File: config.mk
export PLATFORM = sky130hd
export DESIGN_NAME = scie_issue_sequencer_flat
export DESIGN_NICKNAME = d
export VERILOG_FILES = /design/src/rtl/scie_issue_sequencer_pkg.sv /design/src/rtl/scie_issue_sequencer_if.sv /design/src/rtl/scie_issue_sequencer_fifo.sv /design/src/rtl/scie_issue_sequencer.sv /design/src/flat_wrapper.sv
export SDC_FILE = /design/constraint.sdc
export NUM_CORES = 1
export LEC_CHECK = 0
export ABC_AREA = 1
export CAP_MARGIN = 0
export CORE_UTILIZATION = 45
export CTS_CLUSTER_DIAMETER = 40
export DETAILED_ROUTE_END_ITERATION = 16
export PLACE_DENSITY_LB_ADDON = 0.25
export SLEW_MARGIN = 20
export SYNTH_ARGS = -nofsm -noshare
export SYNTH_HDL_FRONTEND = slang
export SYNTH_SLANG_ARGS = --single-unit
File: constraint.sdc
create_clock -name clock -period 5.85 [get_ports clock]
set_clock_uncertainty 0.1 [all_clocks]
set_input_delay 1.4625 -clock clock [delete_from_list [all_inputs] [get_ports clock]]
set_output_delay 1.4625 -clock clock [all_outputs]
set_load 0.01 [all_outputs]
File: src/rtl/scie_issue_sequencer_pkg.sv
// Shared types and constants for the SCIE issue sequencer: widths, opcodes,
// FSM state encoding and the complex sample/result word.
package scie_pkg;

   localparam int DATA_W = 16;
   localparam int INSN_W = 32;
   localparam int RS2_W  = 32;
   localparam int CNT_W  = 8;

   localparam logic [INSN_W-1:0] INSN_INIT = 32'h0000_000B;
   localparam logic [INSN_W-1:0] INSN_LOAD = 32'h0000_002B;
   localparam logic [INSN_W-1:0] INSN_READ = 32'h0000_005B;

   typedef enum logic [2:0] {
      ST_IDLE,
      ST_INIT,
      ST_RUN,
      ST_LOAD,
      ST_GAP,
      ST_READ,
      ST_WAIT
   } state_t;

   // "real" is a reserved word, hence re/im
   typedef struct packed {
      logic signed [DATA_W-1:0] re;
      logic signed [DATA_W-1:0] im;
   } cplx_t;

endpackage

File: src/rtl/scie_issue_sequencer_if.sv
// Bundle of configuration, sample/result streams and the SCIE issue bus.
// master = sequencer side, slave = surrounding system (source, sink, SCIE unit).
interface scie_issue_sequencer_if;
   import scie_pkg::*;

   logic              cfg_start;
   logic [DATA_W-1:0] cfg_real;
   logic [DATA_W-1:0] cfg_imag;

   logic              s_valid;
   logic              s_ready;
   logic [DATA_W-1:0] s_real;
   logic [DATA_W-1:0] s_imag;

   logic              m_valid;
   logic              m_ready;
   logic [DATA_W-1:0] m_real;
   logic [DATA_W-1:0] m_imag;

   logic              io_valid;
   logic [INSN_W-1:0] io_insn;
   logic [DATA_W-1:0] io_rs1_real;
   logic [DATA_W-1:0] io_rs1_imag;
   logic [RS2_W-1:0]  io_rs2;
   logic [DATA_W-1:0] io_rd_real;
   logic [DATA_W-1:0] io_rd_imag;

   logic              busy;
   logic [15:0]       done_cnt;

   modport master (
      input  cfg_start, cfg_real, cfg_imag,
      input  s_valid, s_real, s_imag,
      output s_ready,
      output m_valid, m_real, m_imag,
      input  m_ready,
      output io_valid, io_insn, io_rs1_real, io_rs1_imag, io_rs2,
      input  io_rd_real, io_rd_imag,
      output busy, done_cnt
   );

   modport slave (
      output cfg_start, cfg_real, cfg_imag,
      output s_valid, s_real, s_imag,
      input  s_ready,
      input  m_valid, m_real, m_imag,
      output m_ready,
      input  io_valid, io_insn, io_rs1_real, io_rs1_imag, io_rs2,
      output io_rd_real, io_rd_imag,
      input  busy, done_cnt
   );

endinterface

File: src/rtl/scie_issue_sequencer_fifo.sv
// Show-ahead result FIFO holding captured SCIE results until the sink pops them.
module scie_result_fifo
   import scie_pkg::*;
#(
   parameter int DEPTH = 2
) (
   input  logic                   clock,
   input  logic                   reset,
   input  logic                   push,
   input  cplx_t                  push_data,
   input  logic                   pop,
   output cplx_t                  head,
   output logic [$clog2(DEPTH):0] count,
   output logic                   full,
   output logic                   empty
);

   localparam int AW = $clog2(DEPTH);

   cplx_t         mem [DEPTH];
   logic [AW-1:0] wr_ptr;
   logic [AW-1:0] rd_ptr;
   logic          do_push;
   logic          do_pop;

   assign do_pop  = pop && !empty;
   assign do_push = push && (!full || do_pop);

   always_ff @(posedge clock or negedge reset) begin
      if (!reset) begin
         for (int i = 0; i < DEPTH; i++) begin
            mem[i] <= '0;
         end
         wr_ptr <= '0;
         rd_ptr <= '0;
         count  <= '0;
      end else begin
         if (do_push) begin
            mem[wr_ptr] <= push_data;
            wr_ptr      <= wr_ptr + 1'b1;
         end
         if (do_pop) begin
            rd_ptr <= rd_ptr + 1'b1;
         end
         case ({do_push, do_pop})
            2'b10:   count <= count + 1'b1;
            2'b01:   count <= count - 1'b1;
            default: ;
         endcase
      end
   end

   assign head  = mem[rd_ptr];
   assign full  = (count == (AW+1)'(DEPTH));
   assign empty = (count == '0);

endmodule

File: src/rtl/scie_issue_sequencer.sv
// Initiator for the SCIE pipelined custom-instruction port: issues INIT once,
// then LOAD / gap / READ per sample and queues the returned results.
//
//   state | meaning
//   IDLE  | waiting for cfg_start
//   INIT  | INIT instruction on the bus with the cfg operand
//   RUN   | ready for a sample (if a result slot is free) or a re-init
//   LOAD  | LOAD instruction on the bus with the accepted sample
//   GAP   | GAP_CYC idle cycles before READ
//   READ  | READ instruction on the bus
//   WAIT  | RD_LAT cycles; last one captures io_rd into the FIFO
module scie_issue_sequencer
   import scie_pkg::*;
#(
   parameter int GAP_CYC   = 1,
   parameter int RD_LAT    = 1,
   parameter int RES_DEPTH = 2
) (
   input logic                    clock,
   input logic                    reset,
   scie_issue_sequencer_if.master bus
);

   localparam int CW = $clog2(RES_DEPTH) + 1;
   localparam logic [CNT_W-1:0] GAP_LOAD = CNT_W'(GAP_CYC - 1);
   localparam logic [CNT_W-1:0] LAT_LOAD = CNT_W'(RD_LAT - 1);

   state_t            state;
   logic [CNT_W-1:0]  cnt;
   logic [CW-1:0]     resv;
   logic [CW-1:0]     fifo_count;
   logic [CW:0]       occupancy;
   logic              fifo_full;
   logic              fifo_empty;
   logic              slot_free;
   logic              accept;
   logic              restart;
   logic              capture;
   logic              pop;
   logic              issue_valid;
   logic [INSN_W-1:0] issue_insn;
   cplx_t             rs1;
   cplx_t             head;
   logic [15:0]       done_count;

   // A slot is claimed at accept so the capture in WAIT can never find the FIFO full
   assign occupancy = {1'b0, fifo_count} + {1'b0, resv};
   assign slot_free = !fifo_full && (occupancy < (CW+1)'(RES_DEPTH));
   assign accept    = (state == ST_RUN) && slot_free && bus.s_valid;
   assign restart   = (state == ST_RUN) && bus.cfg_start && fifo_empty && !bus.s_valid;
   assign capture   = (state == ST_WAIT) && (cnt == '0);
   assign pop       = !fifo_empty && bus.m_ready;

   always_ff @(posedge clock or negedge reset) begin
      if (!reset) begin
         state       <= ST_IDLE;
         cnt         <= '0;
         resv        <= '0;
         done_count  <= '0;
         issue_valid <= 1'b0;
         issue_insn  <= '0;
         rs1         <= '0;
      end else begin
         issue_valid <= 1'b0;
         issue_insn  <= '0;
         case (state)
            ST_IDLE, ST_RUN: begin
               if (state == ST_RUN && accept) begin
                  state       <= ST_LOAD;
                  issue_valid <= 1'b1;
                  issue_insn  <= INSN_LOAD;
                  rs1         <= {bus.s_real, bus.s_imag};
                  resv        <= resv + 1'b1;
               end else if ((state == ST_IDLE && bus.cfg_start) || restart) begin
                  state       <= ST_INIT;
                  issue_valid <= 1'b1;
                  issue_insn  <= INSN_INIT;
                  rs1         <= {bus.cfg_real, bus.cfg_imag};
                  done_count  <= '0;
               end
            end
            ST_INIT: state <= ST_RUN;
            ST_LOAD: begin
               state <= ST_GAP;
               cnt   <= GAP_LOAD;
            end
            ST_GAP: begin
               if (cnt == '0) begin
                  state       <= ST_READ;
                  issue_valid <= 1'b1;
                  issue_insn  <= INSN_READ;
               end else begin
                  cnt <= cnt - 1'b1;
               end
            end
            ST_READ: begin
               state <= ST_WAIT;
               cnt   <= LAT_LOAD;
            end
            ST_WAIT: begin
               if (cnt == '0) begin
                  state      <= ST_RUN;
                  resv       <= resv - 1'b1;
                  done_count <= done_count + 1'b1;
               end else begin
                  cnt <= cnt - 1'b1;
               end
            end
            default: state <= ST_IDLE;
         endcase
      end
   end

   scie_result_fifo #(
      .DEPTH (RES_DEPTH)
   ) u_fifo (
      .clock     (clock),
      .reset     (reset),
      .push      (capture),
      .push_data ({bus.io_rd_real, bus.io_rd_imag}),
      .pop       (pop),
      .head      (head),
      .count     (fifo_count),
      .full      (fifo_full),
      .empty     (fifo_empty)
   );

   assign bus.s_ready     = (state == ST_RUN) && slot_free;
   assign bus.m_valid     = !fifo_empty;
   assign bus.m_real      = head.re;
   assign bus.m_imag      = head.im;
   assign bus.io_valid    = issue_valid;
   assign bus.io_insn     = issue_insn;
   assign bus.io_rs1_real = rs1.re;
   assign bus.io_rs1_imag = rs1.im;
   assign bus.io_rs2      = '0;
   assign bus.busy        = (state != ST_IDLE) && (state != ST_RUN);
   assign bus.done_cnt    = done_count;

endmodule

File: src/flat_wrapper.sv
// flat-port wrapper written by rule: the top's interface ports become plain ports
module scie_issue_sequencer_flat import scie_pkg::*;
#(
   parameter int GAP_CYC   = 1,
   parameter int RD_LAT    = 1,
   parameter int RES_DEPTH = 2
)
  (clock, reset, bus_cfg_start, bus_cfg_real, bus_cfg_imag, bus_s_valid, bus_s_real, bus_s_imag, bus_s_ready, bus_m_valid, bus_m_real, bus_m_imag, bus_m_ready, bus_io_valid, bus_io_insn, bus_io_rs1_real, bus_io_rs1_imag, bus_io_rs2, bus_io_rd_real, bus_io_rd_imag, bus_busy, bus_done_cnt);
  scie_issue_sequencer_if bus_i ();
  input logic clock;
  input logic reset;
  input wire logic [$bits(bus_i.cfg_start)-1:0] bus_cfg_start;
  input wire logic [$bits(bus_i.cfg_real)-1:0] bus_cfg_real;
  input wire logic [$bits(bus_i.cfg_imag)-1:0] bus_cfg_imag;
  input wire logic [$bits(bus_i.s_valid)-1:0] bus_s_valid;
  input wire logic [$bits(bus_i.s_real)-1:0] bus_s_real;
  input wire logic [$bits(bus_i.s_imag)-1:0] bus_s_imag;
  output wire logic [$bits(bus_i.s_ready)-1:0] bus_s_ready;
  output wire logic [$bits(bus_i.m_valid)-1:0] bus_m_valid;
  output wire logic [$bits(bus_i.m_real)-1:0] bus_m_real;
  output wire logic [$bits(bus_i.m_imag)-1:0] bus_m_imag;
  input wire logic [$bits(bus_i.m_ready)-1:0] bus_m_ready;
  output wire logic [$bits(bus_i.io_valid)-1:0] bus_io_valid;
  output wire logic [$bits(bus_i.io_insn)-1:0] bus_io_insn;
  output wire logic [$bits(bus_i.io_rs1_real)-1:0] bus_io_rs1_real;
  output wire logic [$bits(bus_i.io_rs1_imag)-1:0] bus_io_rs1_imag;
  output wire logic [$bits(bus_i.io_rs2)-1:0] bus_io_rs2;
  input wire logic [$bits(bus_i.io_rd_real)-1:0] bus_io_rd_real;
  input wire logic [$bits(bus_i.io_rd_imag)-1:0] bus_io_rd_imag;
  output wire logic [$bits(bus_i.busy)-1:0] bus_busy;
  output wire logic [$bits(bus_i.done_cnt)-1:0] bus_done_cnt;
  assign bus_i.cfg_start = bus_cfg_start;
  assign bus_i.cfg_real = bus_cfg_real;
  assign bus_i.cfg_imag = bus_cfg_imag;
  assign bus_i.s_valid = bus_s_valid;
  assign bus_i.s_real = bus_s_real;
  assign bus_i.s_imag = bus_s_imag;
  assign bus_s_ready = bus_i.s_ready;
  assign bus_m_valid = bus_i.m_valid;
  assign bus_m_real = bus_i.m_real;
  assign bus_m_imag = bus_i.m_imag;
  assign bus_i.m_ready = bus_m_ready;
  assign bus_io_valid = bus_i.io_valid;
  assign bus_io_insn = bus_i.io_insn;
  assign bus_io_rs1_real = bus_i.io_rs1_real;
  assign bus_io_rs1_imag = bus_i.io_rs1_imag;
  assign bus_io_rs2 = bus_i.io_rs2;
  assign bus_i.io_rd_real = bus_io_rd_real;
  assign bus_i.io_rd_imag = bus_io_rd_imag;
  assign bus_busy = bus_i.busy;
  assign bus_done_cnt = bus_i.done_cnt;
  scie_issue_sequencer #(.GAP_CYC(GAP_CYC), .RD_LAT(RD_LAT), .RES_DEPTH(RES_DEPTH)) u_core (.clock(clock), .reset(reset), .bus(bus_i));
endmodule
==> results_dict.tcl <==
set metrics [dict create \
    core_um2 15300 \
    crit_type "reg -> out" \
    drive_above_1_share_pct 10.2 \
    critPathArrivalTime_ns 2.39 \
    cts_sinks 132 \
    stdcell_count 1287 \
    leakagePower_nw 4.61 \
    fillerInstances 1332 \
    synth_edf_count 0 \
    antenna_left 0 \
    holdBufCountCts 0 \
    grt_pass1_vias 5607 \
    p_clk_share_pct 26.7 \
    root_buffer "clkbuf_16" \
    antenna_found_initial 0 \
    grt_use_met2_pct 35.9 \
    hold_path.class "reg -> reg" \
    synthFlopType "dfrtp_1" \
    track_usage_pct 21.8 \
    routed_via_density 4.67 \
    period_share_pct 67.6 \
    htreeDepth 4 \
    globalRouteMet3Util_pct 3.77 \
    required_ns 4.29 \
    cts_max_path_buffers 2 \
    netlist_instances 885 \
    rows 45 \
    p_comb_share_pct 41.7 \
    wire_per_inst_um 13.5 \
    vias 6007 \
    fin_nets 1169 \
    grt_start_max_net_pins 65 \
    grt_pass1_wl_um 27800 \
    die_y_um 127 \
    cts_buffers 17 \
    port_buffers 190 \
    grt.busiest_layer "met2" \
    seq_area_frac_synth_pct 46.8 \
    hold_viol 0 \
    ioPinCount 249 \
    ys_seq_elements 132 \
    routed_wl_um 17300 \
    status "finished, final reports clean" \
    fmax_mhz 253 \
    drc 0 \
    yosys.cell_types.count 36 \
    ys_async_sr_fraction_pct 100 \
    drv_cap 0 \
    setup-violations-final 0 \
    dieWidth_um 127 \
    fin_hold_ws_ns 0.383 \
    insertion_delay_ns 0.42 \
    area_delta_synth_final_pct 34.7 \
    rsz0062_at_grt "false" \
    cts-resized-gates 0 \
    dpl.hpwl_um 11900 \
    use_met1_pct 28.9 \
    max_slew_margin_pct 46.7 \
    netlist_area_um2 7060 \
    cts.clk_slew.worst_paths_ns 0.06 \
    drtPass1Iterations 4 \
    start_util_pct 46.3 \
    drtIter0Drc 360 \
    dp.cells 1255 \
    avgSynthCellArea_um2 7.98 \
    path_max_fanout 6 \
    power_density_nw_per_um2 492 \
    antenna_cells 0 \
    finalSetupTns_ns 0 \
    gp_congestion 0.836 \
    overflow 0 \
    p_seq_share_pct 31.5 \
    die_area_um2 16200 \
    setup.worst_path.end_class "output port" \
    p_sw_share_pct 35.6 \
    peakVddDrop_mv 0.230 \
    ys_warn_count 0 \
    start_kind "register" \
    worst_pin_slew_ns 0.799 \
    cts_tree "done" \
    min_period_ns 3.95 \
    maxSlewViolCount 0 \
    p_switching_w 0.00167 \
    p_int_w 0.00301 \
    post_cts_buffers 0 \
]
cell usage in the layout, fill, tap and decap left out, types with 2 or more instances in the layout:
cell | netlist | routed
nand3_2 | 3 | 3
buf_4 | 66 | 7
nand4_1 | 10 | 10
xor2_1 | 6 | 6
nor2_1 | 140 | 140
nand2_1 | 256 | 256
o21ai_0 | 17 | 17
clkbuf_16 | 0 | 17
clkdlybuf4s50_1 | 0 | 189
a21oi_1 | 7 | 7
conb_1 | 1 | 58
dfrtp_1 | 132 | 132
clkbuf_8 | 0 | 4
ha_1 | 4 | 4
clkinv_2 | 1 | 2
nor3_2 | 30 | 30
inv_6 | 0 | 2
bufinv_16 | 0 | 6
nand3_1 | 25 | 25
o21ai_2 | 24 | 24
o21ai_1 | 42 | 42
nand2_2 | 4 | 4
nor4_1 | 2 | 2
nand3b_1 | 2 | 2
nor3_1 | 3 | 3
inv_2 | 2 | 3
or2_2 | 2 | 2
inv_1 | 68 | 68
clkinvlp_4 | 0 | 2
nor2_2 | 2 | 2
metal layers:
layer	vias up	routed length (um)	part of all wire (%)
met5	-	0	0
met4	0	352	2.0
met3	31	671	3.9
met2	170	8550	49
met1	2801	7770	45
li1	3005	-	-
sequential cells by signal, indices dropped and copies added, names as in the netlist:
signal                  flops
u_core.cnt                  8
u_core.u_fifo.wr_ptr        1
u_core.state                3
u_core.resv                 2
u_core.bus.io_insn          3
u_core.bus.io_rs1_real     16
u_core.u_fifo.count         2
u_core.u_fifo.mem          64
u_core.u_fifo.rd_ptr        1
u_core.bus.io_rs1_imag     16
u_core.bus.done_cnt        16
synth_stat cells (all sizes together), types with 2 or more instances:
library cell,count,share of area (%)
nand4,10,0.89
o21ai,83,7.2
xor2,6,0.74
clkbuf,8,0.43
nor3,33,4.5
clkinv,2,0.12
dfrtp,132,47
nand3b,2,0.21
nand3,28,2.2
or2,2,0.18
inv,70,3.7
ha,4,0.71
nand2,261,14
a21oi,8,0.73
nor4,2,0.18
buf,86,9.0
nor2,142,7.6
path summary, 6_finish.rpt:
| check | startpoint | endpoint | slack (ns) | cells past startpoint |
|---|---|---|---|---|
| hold / removal | u_core.u_fifo.mem[49]$_DFFE_PN0P_ | u_core.u_fifo.mem[49]$_DFFE_PN0P_ | 0.38 | 2 |
| setup reg to reg | u_core.u_fifo.count[0]$_DFFE_PN0P_ | u_core.bus.io_rs1_real[15]$_DFFE_PN0P_ | 2.64 | 10 |
| max in group asynchronous | reset | u_core.bus.io_rs1_real[2]$_DFFE_PN0P_ | 3.64 | 2 |
| setup / recovery | u_core.u_fifo.count[0]$_DFFE_PN0P_ | bus_s_ready | 1.90 | 7 |
| hold reg to reg | u_core.u_fifo.mem[49]$_DFFE_PN0P_ | u_core.u_fifo.mem[49]$_DFFE_PN0P_ | 0.38 | 2 |
| min in group asynchronous | reset | u_core.u_fifo.mem[19]$_DFFE_PN0P_ | 0.92 | 1 |
final cells by class:
class	instances	area, um2	area share [%]
Tap cell	211	264	2.77
Clock buffer	21	480	5.05
Timing Repair Buffer	196	1940	20.4
Sequential cell	132	3300	34.7
Clock inverter	11	218	2.29
Inverter	72	272	2.85
Multi-Input combinational cell	644	3030	31.9
power by group through the flow:
stage | Combinational, W | Sequential (W) | Clock (W)
after floorplan | 0.00114 | 0.00150 | 0
after global placement | 0.00192 | 0.00148 | 0
after detailed placement | 0.00197 | 0.00148 | 0
after CTS | 0.00198 | 0.00147 | 0.00126
after global routing | 0.00216 | 0.00152 | 0.00130
final | 0.00195 | 0.00148 | 0.00125
cells by family after synthesis:
family | share of synthesized area, %
simple gates | 29.9
compound gates | 8.08
other cells | 0.0531
fa+ha+maj | 0.992
buf+inv | 13.3
xor+xnor | 0.868
flops | 46.8
worst max-delay path, cell delays in order (launching register included):
cell and delay [ns]:
dfrtp_1 0.43, nand2_1 0.08, inv_1 0.05, fa_1 0.43
inv_1 0.06, nand2_1 0.06, nor4_1 0.25, clkdlybuf4s50_1 0.62
stage by stage:
step / util [%] / power, W / setup slack (ns) / cell area (um2)
3_5_place_dp: 57.8 / 0.00345 / 1.88 / 8820
2_1_floorplan: - / 0.00264 / 2.84 / 7280
5_1_grt: 62.4 / 0.00498 / 1.75 / 9520
4_1_cts: 62.4 / 0.00471 / 1.78 / 9520
6_report: 62.4 / 0.00468 / 1.90 / 9520
3_3_place_gp: 57.8 / 0.00339 / 1.93 / 8820
Power figures use the tool's default switching activity.
